[src/rtl/spi_master_mss_pkg.sv]
// Shared types and helpers for the parametrised SPI master.
package spi_master_mss_pkg;

   typedef enum logic [2:0] {
      IDLE,
      SETUP,
      P0,
      P1,
      HOLD,
      GAP
   } spi_state_e;

   typedef struct packed {
      logic cpol;
      logic cpha;
      logic lsb;
   } spi_mode_t;

   // Slave-select index width; a single slave still needs one select bit.
   function automatic int unsigned ss_width(input int unsigned n);
      return (n > 1) ? $clog2(n) : 1;
   endfunction

endpackage

[src/rtl/spi_master_mss_if.sv]
// Front-end handshake plus serial pins of the SPI master, grouped as one bundle.
interface spi_master_mss_if
   import spi_master_mss_pkg::*;
#(
   parameter int unsigned DATA_W = 8,
   parameter int unsigned NUM_SS = 4,
   parameter int unsigned DVSR_W = 16
);
   localparam int unsigned SS_W = ss_width(NUM_SS);

   logic [DATA_W-1:0] din_i;
   logic [DVSR_W-1:0] dvsr_i;
   logic              start_i;
   logic              cpol_i;
   logic              cpha_i;
   logic              lsb_first_i;
   logic [SS_W-1:0]   ss_sel_i;
   logic              hold_ss_i;
   logic              ss_release_i;
   logic              miso_i;
   logic [DATA_W-1:0] dout_o;
   logic              spi_done_tick_o;
   logic              ready_o;
   logic              sclk_o;
   logic              mosi_o;
   logic [NUM_SS-1:0] ss_n_o;

   modport master (
      input  din_i, dvsr_i, start_i, cpol_i, cpha_i, lsb_first_i,
      input  ss_sel_i, hold_ss_i, ss_release_i, miso_i,
      output dout_o, spi_done_tick_o, ready_o, sclk_o, mosi_o, ss_n_o
   );

   modport slave (
      output din_i, dvsr_i, start_i, cpol_i, cpha_i, lsb_first_i,
      output ss_sel_i, hold_ss_i, ss_release_i, miso_i,
      input  dout_o, spi_done_tick_o, ready_o, sclk_o, mosi_o, ss_n_o
   );

endinterface

[src/rtl/spi_master_mss_clk_div.sv]
// Phase timer: down-counter reloaded on phase entry, flags the last cycle of a phase.
module spi_master_mss_clk_div #(
   parameter int unsigned DVSR_W = 16
) (
   input  logic              clk,
   input  logic              rst,
   input  logic              load,
   input  logic [DVSR_W-1:0] load_val,
   output logic              last_c
);

   logic [DVSR_W-1:0] cnt;

   always_ff @(posedge clk or posedge rst) begin
      if (rst) begin
         cnt <= '0;
      end else if (load) begin
         cnt <= load_val;
      end else if (cnt != '0) begin
         cnt <= cnt - DVSR_W'(1);
      end
   end

   assign last_c = (cnt == '0);

endmodule

[src/rtl/spi_master_mss.sv]
// SPI master: FSM, bit counter, shared tx/rx shift register and chip-select decode.
module spi_master_mss
   import spi_master_mss_pkg::*;
#(
   parameter int unsigned DATA_W = 8,
   parameter int unsigned NUM_SS = 4,
   parameter int unsigned DVSR_W = 16
) (
   input  logic             clk_i,
   input  logic             rst_i,
   spi_master_mss_if.master bus
);

   localparam int unsigned SS_W  = ss_width(NUM_SS);
   localparam int unsigned BIT_W = $clog2(DATA_W);

   spi_state_e        state;
   spi_mode_t         mode;
   logic [DVSR_W-1:0] dvsr_q;
   logic [SS_W-1:0]   sel_q;
   logic              hold_q;
   logic [DATA_W-1:0] sr;
   logic [BIT_W-1:0]  bit_cnt;
   logic [DATA_W-1:0] dout;
   logic              done;
   logic              ready;
   logic              sclk;
   logic              mosi;
   logic [NUM_SS-1:0] ss_n;

   logic              accept_c;
   logic              busy_c;
   logic              last_c;
   logic              load_c;
   logic [DVSR_W-1:0] load_val_c;

   function automatic logic first_bit(input logic [DATA_W-1:0] d, input logic lsb);
      return lsb ? d[0] : d[DATA_W-1];
   endfunction

   function automatic logic [DATA_W-1:0] shift_in(input logic [DATA_W-1:0] d,
                                                  input logic b, input logic lsb);
      return lsb ? {b, d[DATA_W-1:1]} : {d[DATA_W-2:0], b};
   endfunction

   // Out-of-range indices leave every select deasserted.
   function automatic logic [NUM_SS-1:0] cs_decode(input logic [SS_W-1:0] s);
      logic [NUM_SS-1:0] v;
      v = '1;
      for (int unsigned i = 0; i < NUM_SS; i++) begin
         if (SS_W'(i) == s) v[i] = 1'b0;
      end
      return v;
   endfunction

   assign accept_c   = bus.start_i & ((state == IDLE) | (state == HOLD));
   assign busy_c     = (state == SETUP) | (state == P0) | (state == P1) | (state == GAP);
   assign load_c     = accept_c | (busy_c & last_c);
   assign load_val_c = accept_c ? bus.dvsr_i : dvsr_q;

   spi_master_mss_clk_div #(.DVSR_W(DVSR_W)) u_clk_div (
      .clk      (clk_i),
      .rst      (rst_i),
      .load     (load_c),
      .load_val (load_val_c),
      .last_c   (last_c)
   );

   always_ff @(posedge clk_i or posedge rst_i) begin
      if (rst_i) begin
         state   <= IDLE;
         mode    <= '0;
         dvsr_q  <= '0;
         sel_q   <= '0;
         hold_q  <= 1'b0;
         sr      <= '0;
         bit_cnt <= '0;
         dout    <= '0;
         done    <= 1'b0;
         ready   <= 1'b1;
         sclk    <= 1'b0;
         mosi    <= 1'b0;
         ss_n    <= '1;
      end else begin
         done <= 1'b0;
         // Transfer parameters are captured once and then ignored until the next accept.
         if (accept_c) begin
            mode    <= '{cpol: bus.cpol_i, cpha: bus.cpha_i, lsb: bus.lsb_first_i};
            dvsr_q  <= bus.dvsr_i;
            sel_q   <= bus.ss_sel_i;
            hold_q  <= bus.hold_ss_i;
            sr      <= bus.din_i;
            mosi    <= first_bit(bus.din_i, bus.lsb_first_i);
            bit_cnt <= '0;
            ready   <= 1'b0;
         end
         case (state)
            IDLE: begin
               sclk <= bus.cpol_i;
               if (accept_c) begin
                  state <= SETUP;
                  ss_n  <= cs_decode(bus.ss_sel_i);
               end
            end
            SETUP: begin
               sclk <= mode.cpol;
               if (last_c) begin
                  state <= P0;
                  sclk  <= mode.cpha ^ mode.cpol;
               end
            end
            P0: begin
               if (last_c) begin
                  state <= P1;
                  sclk  <= ~mode.cpha ^ mode.cpol;
                  sr    <= shift_in(sr, bus.miso_i, mode.lsb);
               end
            end
            P1: begin
               if (last_c) begin
                  if (bit_cnt == BIT_W'(DATA_W - 1)) begin
                     done  <= 1'b1;
                     dout  <= sr;
                     ready <= 1'b1;
                     sclk  <= mode.cpol;
                     if (hold_q) begin
                        state <= HOLD;
                     end else begin
                        state <= IDLE;
                        ss_n  <= '1;
                     end
                  end else begin
                     bit_cnt <= bit_cnt + BIT_W'(1);
                     state   <= P0;
                     sclk    <= mode.cpha ^ mode.cpol;
                     mosi    <= first_bit(sr, mode.lsb);
                  end
               end
            end
            HOLD: begin
               sclk <= mode.cpol;
               if (accept_c) begin
                  if (bus.ss_sel_i == sel_q) begin
                     state <= P0;
                     sclk  <= bus.cpha_i ^ bus.cpol_i;
                  end else begin
                     state <= GAP;
                     ss_n  <= '1;
                  end
               end else if (bus.ss_release_i) begin
                  state <= IDLE;
                  ss_n  <= '1;
               end
            end
            GAP: begin
               sclk <= mode.cpol;
               if (last_c) begin
                  state <= SETUP;
                  ss_n  <= cs_decode(sel_q);
               end
            end
            default: state <= IDLE;
         endcase
      end
   end

   assign bus.dout_o          = dout;
   assign bus.spi_done_tick_o = done;
   assign bus.ready_o         = ready;
   assign bus.sclk_o          = sclk;
   assign bus.mosi_o          = mosi;
   assign bus.ss_n_o          = ss_n;

endmodule

[src/flat_wrapper.sv]
// flat-port wrapper written by rule: the top's interface ports become plain ports
module spi_master_mss_flat import spi_master_mss_pkg::*;
#(
   parameter int unsigned DATA_W = 8,
   parameter int unsigned NUM_SS = 4,
   parameter int unsigned DVSR_W = 16
)
  (clk_i, rst_i, bus_din_i, bus_dvsr_i, bus_start_i, bus_cpol_i, bus_cpha_i, bus_lsb_first_i, bus_ss_sel_i, bus_hold_ss_i, bus_ss_release_i, bus_miso_i, bus_dout_o, bus_spi_done_tick_o, bus_ready_o, bus_sclk_o, bus_mosi_o, bus_ss_n_o);
  spi_master_mss_if #(.DATA_W(DATA_W), .NUM_SS(NUM_SS), .DVSR_W(DVSR_W)) bus_i ();
  input  logic clk_i;
  input  logic rst_i;
  input wire logic [$bits(bus_i.din_i)-1:0] bus_din_i;
  input wire logic [$bits(bus_i.dvsr_i)-1:0] bus_dvsr_i;
  input wire logic [$bits(bus_i.start_i)-1:0] bus_start_i;
  input wire logic [$bits(bus_i.cpol_i)-1:0] bus_cpol_i;
  input wire logic [$bits(bus_i.cpha_i)-1:0] bus_cpha_i;
  input wire logic [$bits(bus_i.lsb_first_i)-1:0] bus_lsb_first_i;
  input wire logic [$bits(bus_i.ss_sel_i)-1:0] bus_ss_sel_i;
  input wire logic [$bits(bus_i.hold_ss_i)-1:0] bus_hold_ss_i;
  input wire logic [$bits(bus_i.ss_release_i)-1:0] bus_ss_release_i;
  input wire logic [$bits(bus_i.miso_i)-1:0] bus_miso_i;
  output wire logic [$bits(bus_i.dout_o)-1:0] bus_dout_o;
  output wire logic [$bits(bus_i.spi_done_tick_o)-1:0] bus_spi_done_tick_o;
  output wire logic [$bits(bus_i.ready_o)-1:0] bus_ready_o;
  output wire logic [$bits(bus_i.sclk_o)-1:0] bus_sclk_o;
  output wire logic [$bits(bus_i.mosi_o)-1:0] bus_mosi_o;
  output wire logic [$bits(bus_i.ss_n_o)-1:0] bus_ss_n_o;
  assign bus_i.din_i = bus_din_i;
  assign bus_i.dvsr_i = bus_dvsr_i;
  assign bus_i.start_i = bus_start_i;
  assign bus_i.cpol_i = bus_cpol_i;
  assign bus_i.cpha_i = bus_cpha_i;
  assign bus_i.lsb_first_i = bus_lsb_first_i;
  assign bus_i.ss_sel_i = bus_ss_sel_i;
  assign bus_i.hold_ss_i = bus_hold_ss_i;
  assign bus_i.ss_release_i = bus_ss_release_i;
  assign bus_i.miso_i = bus_miso_i;
  assign bus_dout_o = bus_i.dout_o;
  assign bus_spi_done_tick_o = bus_i.spi_done_tick_o;
  assign bus_ready_o = bus_i.ready_o;
  assign bus_sclk_o = bus_i.sclk_o;
  assign bus_mosi_o = bus_i.mosi_o;
  assign bus_ss_n_o = bus_i.ss_n_o;
  spi_master_mss #(.DATA_W(DATA_W), .NUM_SS(NUM_SS), .DVSR_W(DVSR_W)) u_core (.clk_i(clk_i), .rst_i(rst_i), .bus(bus_i));
endmodule
[config.mk]
export PLATFORM = sky130hd
export DESIGN_NAME = spi_master_mss_flat
export DESIGN_NICKNAME = d
export VERILOG_FILES = /design/src/rtl/spi_master_mss_pkg.sv /design/src/rtl/spi_master_mss_if.sv /design/src/rtl/spi_master_mss_clk_div.sv /design/src/rtl/spi_master_mss.sv /design/src/flat_wrapper.sv
export SDC_FILE = /design/constraint.sdc
export NUM_CORES = 1
export LEC_CHECK = 0
export CAP_MARGIN = 20
export CORE_ASPECT_RATIO = 1.1
export CORE_UTILIZATION = 35
export CTS_BUF_LIST = sky130_fd_sc_hd__clkbuf_4 sky130_fd_sc_hd__clkbuf_8
export DETAILED_ROUTE_END_ITERATION = 6
export PLACE_DENSITY_LB_ADDON = 0.08
export SLEW_MARGIN = 40
export SYNTH_ARGS = -nofsm -noshare
export SYNTH_HDL_FRONTEND = slang
export SYNTH_SLANG_ARGS = --single-unit
[constraint.sdc]
create_clock -name clk_i -period 3.5 [get_ports clk_i]
set_input_delay 0.35 -clock clk_i [delete_from_list [all_inputs] [get_ports clk_i]]
set_output_delay 0.35 -clock clk_i [all_outputs]
set_load 0.01 [all_outputs]
==> flow_summary.yaml, run 1 <==
critical_path:
  critical_path_required_ns: 3.73
  start_kind: "flip-flop"
  end_kind: "flip-flop"
  arrival_ns: 3.01
  worstSetupPathType: "flip-flop to flip-flop"
  r2r_cells: 6
  cp_max_fo: 9
timing:
  timing.fmax_mhz: 361
  final.setup.worst_slack_ns: 0.728
  finalHoldViolCount: 0
  period_minus_slack_ns: 2.77
  period_share_pct: 79.2
  grt_setup_unrepaired: "no"
  finalMaxSlewViolations: 0
  setup_violations: 0
  fin_skew_ns: 0.0118
  fin_tns_setup_ns: 0
  worst_pin_slew_ns: 0.621
  maxSlewHeadroom_pct: 58.6
clock_network:
  cts_buffer_depth: 2
  htree_levels: 3
  hold_buffers: 0
  cts_buffers: 9
  worstSkewPairLatency_ns: 0.34
  cts_setup_buffers: 0
  cts_resized: 0
  cts_num_sinks: 68
  cts_tree: "done"
  clkTransAtPathRegs_ns: 0.07
  root_buffer: "clkbuf_8"
global_routing:
  grt_pass1_wl_um: 14100
  grt_pass1_vias: 2762
  grtUsageTotal_pct: 17.4
  grt_overflow_total: 0
  use_met2_pct: 27.6
  grtUsageMet1_pct: 23.6
  grtUsageMet3_pct: 3.83
  grt_max_degree: 50
  antenna_found_initial: 0
  grt_busiest_layer: "met2"
power:
  power_switching_mw: 0.976
  p_total_mw: 2.91
  pwr-share-seq_pct: 46.4
  powerDensity_nw_per_um2: 668
  switching_share_pct: 33.6
  p_clk_share_pct: 22.6
  combPwrFrac_pct: 31.0
  p_leak_nw: 1.91
  ir_drop_v: 0.000271
  internal_power_mw: 1.93
run_status:
  status: "complete, but fails checks"
  violations: "DRC"
drt:
  viasPerCell: 5.26
  drt-total-wl_um: 8310
  first_pass_iters: 6
  wl_per_cell_um: 16.0
  dr.first_iter.drc_count: 122
  final_antenna_net_count: 0
  vias: 2732
  drc_errors: 2
finish:
  area_delta_synth_final_pct: 23.2
  stdcell_count: 519
  mostFrequentLayoutCells: "dfrtp_1 (63), clkdlybuf4s50_1 (50), nand2_1 (36), mux2_2 (26), o21ai_0 (22)"
  finalNetCount: 435
  antenna_cells: 0
  drive_gt1_share_pct: 16.0
  finish.utilization_pct: 44.2
  final_common_cell: "dfrtp_1"
die:
  start_util_pct: 35.9
  die_h_um: 107
  die-width_um: 97.8
  io_pins: 51
  core_sq_um: 9840
  dieArea_sq_um: 10500
  row_count: 38
placed_design:
  dp_hpwl_um: 5690
  gp_congestion: 0.759
  dp_cells: 505
  port_buffers: 50
  place_ws_ns: 0.716
yosys:
  ys.flop_type: "dfrtp_1"
  syn-num-nets: 387
  syn_inst: 348
  yosysSeqAreaShare_pct: 48.4
  async_reset_ff_share_pct: 100
  synth_area_per_cell_sq_um: 10.1
  synth_edf_count: 0
  yosysWarnings: 0
  synth.distinct_cells: 48
  netlist_area_sq_um: 3530
  ys_ff_latch: 68
run:
  maxCapViolCount: 0
worst_hold_path:
  min_path_type: "primary input to async pin"
## cell type report
type | count | area, sq um
fill | 944 | 5490
sequential | 68 | 1710
multi-input combinational | 248 | 1700
timing repair buffer | 58 | 561
clock buffer | 12 | 159
tap | 120 | 150
inverter | 11 | 43.8
clock inverter | 2 | 35.0
## power by group through the flow
stage	logic [mW]	clock network [mW]	registers, mW
after detailed placement	0.898	0	1.35
after CTS	0.907	0.678	1.34
final	0.901	0.657	1.35
after floorplan	0.680	0	1.27
after global placement	0.886	0	1.36
after global routing	1.02	0.714	1.40
## per-stage QoR
step	hold slack, ns	cell area [sq um]
6_report	0.441	4350
5_1_grt	0.478	4350
4_1_cts	0.465	4340
3_5_place_dp	0.447	4150
3_3_place_gp	0.455	4140
2_1_floorplan	0.441	3530
## critical path, stage by stage (launching register included)
cell and delay (ns):
dfrtp_1 0.43, inv_1 0.13, ha_1 0.16, or3b_2 0.51, nor4_1 0.40, nand4_1 0.57, mux2_2 0.47
## logic make-up after synthesis
kind of cell / count (synthesis) / share of synthesized area, %
fa+ha+maj: 4 / 1.42
simple gates: 123 / 18.0
buf+inv: 32 / 4.00
flops: 68 / 48.4
xor+xnor: 16 / 3.97
compound gates: 66 / 12.3
mux: 39 / 12.0
## worst paths after layout
path | startpoint | to | slack, ns
setup / recovery | u_core.u_clk_div.cnt[0] | u_core.bus.dout_o[5] | 0.73
hold reg to reg | u_core.bus.ready_o | u_core.bus.ready_o | 0.46
hold / removal | rst_i | u_core.bus.dout_o[3] | 0.44
min in group clk_i | u_core.bus.ready_o | u_core.bus.ready_o | 0.46
setup reg to reg | u_core.u_clk_div.cnt[0] | u_core.bus.dout_o[5] | 0.73
max in group asynchronous | rst_i | u_core.u_clk_div.cnt[10] | 2.47
## sequential cells by signal, indices dropped and copies added, names as in the netlist
name and count:
u_core.bus.sclk_o 1, u_core.bus.mosi_o 1, u_core.bus.ss_n_o 4, u_core.bus.spi_done_tick_o 1, u_core.sel_q 2, u_core.dvsr_q 16
u_core.sr 8, u_core.state 3, u_core.u_clk_div.cnt 16, u_core.hold_q 1, u_core.mode 3, u_core.bit_cnt 3
u_core.bus.ready_o 1, u_core.bus.dout_o 8
## layer usage
metal  vias to the layer above  part of all wire, %
li1                       1346                    -
met1                      1332                   48
met2                        46                   47
met3                         8                  4.0
met4                         0                  1.1
met5                         -                    0
## synth_stat cells (4+ instances only)
master / number / area, sq um
nand3_1: 20 / 100
ha_1: 4 / 50.1
and3_1: 13 / 81.3
clkbuf_1: 13 / 48.8
xnor2_1: 6 / 52.6
inv_1: 11 / 41.3
nor3_1: 6 / 30.0
a211oi_1: 8 / 60.1
buf_2: 5 / 25.0
a21oi_1: 13 / 65.1
xor2_1: 10 / 87.6
nor2_1: 17 / 63.8
nor4_1: 6 / 37.5
o21ai_0: 22 / 110
dfrtp_1: 63 / 1580
dfstp_2: 5 / 131
nand2_1: 36 / 135
mux2i_1: 13 / 130
mux2_2: 26 / 293
No activity file was read; power rests on OpenSTA's default activity.
==> run 2, diff against run 1 <==
Clock period 3.5 ns to 2.8 ns, I/O delays scaled along.
==> flow_summary.yaml, run 2 (synthesis gave the netlist of run 1 again) <==
die:
  die-width_um: 97.8
  start_util_pct: 35.9
  core_sq_um: 9840
  io_pins: 51
  dieArea_sq_um: 10500
  row_count: 38
  die_h_um: 107
critical_path:
  r2r_slack_ns: 0.20
  worstSetupPathType: "flip-flop to flip-flop"
  end_kind: "flip-flop"
  critical_path_required_ns: 3.08
  crit_start: "u_core.u_clk_div.cnt[0]"
  start_kind: "flip-flop"
  timing.rr.end: "u_core.bus.ss_n_o[0]"
  cp-endpoint: "u_core.bus.ss_n_o[0]"
  cp_max_fo: 5
  reg2reg_from: "u_core.u_clk_div.cnt[0]"
  r2r_cells: 7
  arrival_ns: 2.88
clock_network:
  clkTransAtPathRegs_ns: 0.08
  cts_buffer_depth: 2
  hold_buffers: 0
  cts_tree: "done"
  cts_resized: 0
  htree_levels: 3
  worstSkewPairLatency_ns: 0.35
  cts_setup_buffers: 0
  cts_buffers: 9
  root_buffer: "clkbuf_8"
  cts_num_sinks: 68
timing:
  period_minus_slack_ns: 2.60
  finalMaxSlewViolations: 0
  maxSlewHeadroom_pct: 64.5
  worst_pin_slew_ns: 0.531
  final.setup.worst_slack_ns: 0.200
  period_share_pct: 92.9
  fin_tns_setup_ns: 0
  timing.fmax_mhz: 385
  setup_violations: 0
  holdWs_ns: 0.313
  grt_setup_unrepaired: "no"
  fin_skew_ns: 0.00640
  finalHoldViolCount: 0
global_routing:
  antenna_found_initial: 0
  grt_overflow_total: 0
  grtUsageTotal_pct: 17.0
  grt_pass1_vias: 2877
  grt_max_degree: 69
  grt_pass1_wl_um: 14000
drt:
  first_pass_iters: 6
  drc_errors: 2
  wl_per_cell_um: 15.4
  final_antenna_net_count: 0
  viasPerCell: 5.20
  dr.first_iter.drc_count: 85
  vias: 2743
  drt-total-wl_um: 8140
run:
  maxCapViolCount: 0
finish:
  final_common_cell: "dfrtp_1"
  finalNetCount: 441
  design_area_sq_um: 4410
  fillers: 967
  reg.largest.list: "u_core.dvsr_q (16), u_core.u_clk_div.cnt (16)"
  area_delta_synth_final_pct: 24.8
  antenna_cells: 0
  drive_gt1_share_pct: 17.2
  stdcell_count: 527
  mostFrequentLayoutCells: "dfrtp_1 (63), clkdlybuf4s50_1 (50), nand2_1 (36), mux2_2 (26), o21ai_0 (22)"
placed_design:
  dp_cells: 511
  port_buffers: 50
  dp_hpwl_um: 5650
  place_ws_ns: 0.173
  dpl_cell_area_sq_um: 4200
  gp_congestion: 0.791
power:
  powerDensity_nw_per_um2: 832
  switching_share_pct: 33.8
  power_switching_mw: 1.24
  p_clk_share_pct: 23.3
  pwr-share-seq_pct: 46.0
  internal_power_mw: 2.43
  ir_drop_v: 0.000307
  p_leak_nw: 1.95
  combPwrFrac_pct: 30.7
worst_hold_path:
  min_path_type: "primary input to async pin"
run_status:
  violations: "DRC"
  status: "complete, but fails checks"
[run 2: cell type report]
cell class | instances | area [sq um] | share of cell area [%]
Timing Repair Buffer | 64 | 618 | 14.0
Multi-Input combinational cell | 248 | 1680 | 38.2
Tap cell | 120 | 150 | 3.41
Clock buffer | 12 | 159 | 3.61
Sequential cell | 68 | 1710 | 38.8
Inverter | 11 | 41.3 | 0.937
Clock inverter | 4 | 47.5 | 1.08
[run 2: worst max-delay path: stages (launching register included)]
cell and delay [ns]:
dfrtp_1 0.42, inv_1 0.13, ha_1 0.16, or3b_2 0.50, nor4_1 0.36, a21oi_1 0.14, a211oi_2 0.44, mux2_2 0.39
[run 2: metrics by stage]
stage          power, mW  util, %
2_1_floorplan       2.44        -
3_5_place_dp        2.83     42.7
3_3_place_gp        2.81     42.7
6_report            3.66     44.8
5_1_grt             3.95     44.8
4_1_cts             3.70     44.8
[run 2: layer usage]
| layer | up-vias | global-route usage, % | part of all wire (%) |
|---|---|---|---|
| met2 | 38 | 27.8 | 48 |
| met5 | - | 0 | 0 |
| met4 | 0 | 6.39 | 1.1 |
| met1 | 1347 | 21.9 | 48 |
| li1 | 1352 | - | - |
| met3 | 6 | 3.96 | 3.1 |
[run 2: how the worst min path moves through the flow]
stage                                  start  slack, ns                       to  cells past startpoint
after detailed placement  u_core.bus.ready_o       0.45       u_core.bus.ready_o                      2
after global placement    u_core.bus.ready_o       0.46       u_core.bus.ready_o                      2
after global routing                   rst_i       0.37         u_core.dvsr_q[9]                      3
after CTS                              rst_i       0.35             u_core.sr[6]                      3
after floorplan                bus_dvsr_i[0]       0.39         u_core.dvsr_q[0]                      2
final                                  rst_i       0.31  u_core.u_clk_div.cnt[3]                      3
[run 2: power by group through the flow]
stage	Clock, mW	Combinational [mW]	Sequential (mW)
after floorplan	0	0.850	1.59
after global placement	0	1.11	1.70
after detailed placement	0	1.13	1.70
after CTS	0.873	1.14	1.69
after global routing	0.921	1.28	1.75
final	0.853	1.13	1.69
==> variant: new RTL, settings of run 2 <==
`NUM_SS` is set to 4 in 3 places; all go to 5.
--- a/src/rtl/spi_master_mss_if.sv
+++ b/src/rtl/spi_master_mss_if.sv
@@ -3,7 +3,7 @@
    import spi_master_mss_pkg::*;
 #(
    parameter int unsigned DATA_W = 8,
-   parameter int unsigned NUM_SS = 4,
+   parameter int unsigned NUM_SS = 5,
    parameter int unsigned DVSR_W = 16
 );
    localparam int unsigned SS_W = ss_width(NUM_SS);
--- a/src/rtl/spi_master_mss.sv
+++ b/src/rtl/spi_master_mss.sv
@@ -3,7 +3,7 @@
    import spi_master_mss_pkg::*;
 #(
    parameter int unsigned DATA_W = 8,
-   parameter int unsigned NUM_SS = 4,
+   parameter int unsigned NUM_SS = 5,
    parameter int unsigned DVSR_W = 16
 ) (
    input  logic             clk_i,
--- a/src/flat_wrapper.sv
+++ b/src/flat_wrapper.sv
@@ -2,7 +2,7 @@
 module spi_master_mss_flat import spi_master_mss_pkg::*;
 #(
    parameter int unsigned DATA_W = 8,
-   parameter int unsigned NUM_SS = 4,
+   parameter int unsigned NUM_SS = 5,
    parameter int unsigned DVSR_W = 16
 )
   (clk_i, rst_i, bus_din_i, bus_dvsr_i, bus_start_i, bus_cpol_i, bus_cpha_i, bus_lsb_first_i, bus_ss_sel_i, bus_hold_ss_i, bus_ss_release_i, bus_miso_i, bus_dout_o, bus_spi_done_tick_o, bus_ready_o, bus_sclk_o, bus_mosi_o, bus_ss_n_o);
Interface: changed (resized bus_ss_n_o and bus_ss_sel_i); port bits go from 51 to 53. The function was not compared with the original's and may differ.
==> variant against run 2 <==
  * Synthesized area grew 3.0%
  * Final cell count shrank 0.95%
  * Wire length grew 0.81%
  * Power shrank 15%
  * Sequential cell count grew 2
  * Setup slack gained 78 ps
  * Design area grew 4.4%
  * Maximum frequency grew 3.1%
  * Critical path type unchanged
  * Critical endpoint is now u_core.bus.dout_o[7]
  * Largest power group unchanged
==> variant: results (changes against run 2) <==
* Top cells by count, synth: 64 x dfrtp_1, 43 x mux2i_1, 42 x nand2_1, 20 x inv_1
* Wire length per cell: 15.72 um (+1.8%)
* Via-to-Cell Ratio: 5.144 (-1.2%)
- The xor/xnor cell area share of the yosys netlist was 0.04575 (+0.006078).
- Avg Inst Size Synth: 10.73 um^2 (+5.7%)
- GR Layer Usage met3: 0.02885 (-0.01076)
* Critical path peak fanout: 10 (+5)
* Detail Placement HPWL: 5.690 mm (+0.67%)
- Leakage: 0.001986 uW (+1.8%)
- The number of distinct library cells after synthesis is 49 (+2.1%).
- The worst voltage drop across the vdd grid was 0.2564 mV (-17%).
- Synth Area in Compound Gates: 0.09288 (-0.03004)
- The met1 capacity usage during global routing was 0.2401 (+0.02099).
- The highest cell delay on the worst timing path was 570 ps (+70 ps).
* Vias in the first global route: 2756 (-4.2%)
* Placement-stage worst setup slack: 276.7 ps (+103.9 ps)
- Endpoint of the most critical register-to-register path: u_core.bus.dout_o[7]
- The global-route track usage on met2 is 0.2532 (-0.02436).
* Pin count of the biggest net entering global routing: 71 (+2.9%)
- Post-Synthesis Net Count: 379 (-2.1%)
- Cell type of the slowest stage on the worst timing path: or4_4
- The number of filler instances in the final layout came to 980 (+1.3%).
- Synth top area cells: dfrtp_1 44%, mux2i_1 12%, dfstp_2 4.3%, nand2_1 4.3%, xnor2_1 3.4%
* Worst Tran Pin Value: 676.3 ps (+144.9 ps)
* Depth of the worst register-to-register path: 6 (-1)
* Class of the most critical hold timing path: in -> async
- The portion of the post-synthesis area used by sequential elements was 0.4837 (about the same).
- Run status: finished, final reports clean
- Fraction of final layout cells sized beyond drive strength 1: 0.1443 (-0.02771)
- The total of cells resized after clock tree synthesis was 0 (unchanged).
- The data arrival time of the worst path was 2760 ps (-120 ps).
- Multiplexer area fraction after synthesis: 0.1823 (+0.06259)
- The combined global-route utilization of all metal layers was 0.1699 (about the same).
- Post-synthesis share of cell area spent on full adders, half adders and majority gates: 0.01376 (-0.0004094)
- The number of design-rule violations left by the first detailed-router iteration was 71 (-16%).
- Number of placed instances with taps included: 506 (-0.98%)
* DR pass1 iterations: 4 (-2)
- The final critical-path share of the clock period was 0.9010 (-0.02769).
-- variant: changes by cell type in the layout (fill, tap and decap cells not counted), sizes merged, moves of 9 or more --
cell,change
inv,+10
o22ai,+10
nand3,-17
and3,-11
mux2i,+30
o21ai,-9
-- variant: layout make-up --
| class | count | area, um^2 | area share |
|---|---|---|---|
| Clock buffer | 9 | 123.9 | 0.02692 |
| Multi-Input combinational cell | 234 | 1740 | 0.3782 |
| Clock inverter | 7 | 145.1 | 0.03154 |
| Timing Repair Buffer | 62 | 608.1 | 0.1321 |
| Sequential cell | 70 | 1759 | 0.3823 |
| Inverter | 20 | 75.07 | 0.01631 |
| Tap cell | 120 | 150.1 | 0.03263 |
-- variant: report_power, final --
| group | switching (uW) | internal (uW) |
|---|---|---|
| registers | 195 | 1200 |
| clock network | 418 | 686 |
| logic | 280 | 323 |
| total | 893 | 2210 |
-- variant: metal layers --
metal	wire length, um	part of all wire
met1	4107	0.50
met2	3701	0.45
met3	261	0.032
met4	134	0.016
met5	0	0
-- variant: stage by stage --
stage	hold slack [ps]	instance area, um^2
global route	379.5	4602
detailed placement	452.1	4333
global placement	455.9	4333
CTS	327.9	4602
finish	324.4	4602
floorplan	385.4	3637
-- variant: worst max path at each step --
stage | cells after the start | to
finish | 6 | u_core.bus.dout_o[7]
global route | 6 | u_core.bus.dout_o[7]
CTS | 6 | u_core.bus.dout_o[7]
detailed placement | 6 | u_core.bus.dout_o[1]
global placement | 6 | u_core.bus.dout_o[5]
floorplan | 6 | u_core.bus.dout_o[0]
-- variant: worst min-delay path: cells and delay by family --
kind | cells | cell delay [ps]
buf+inv | 3 | 810
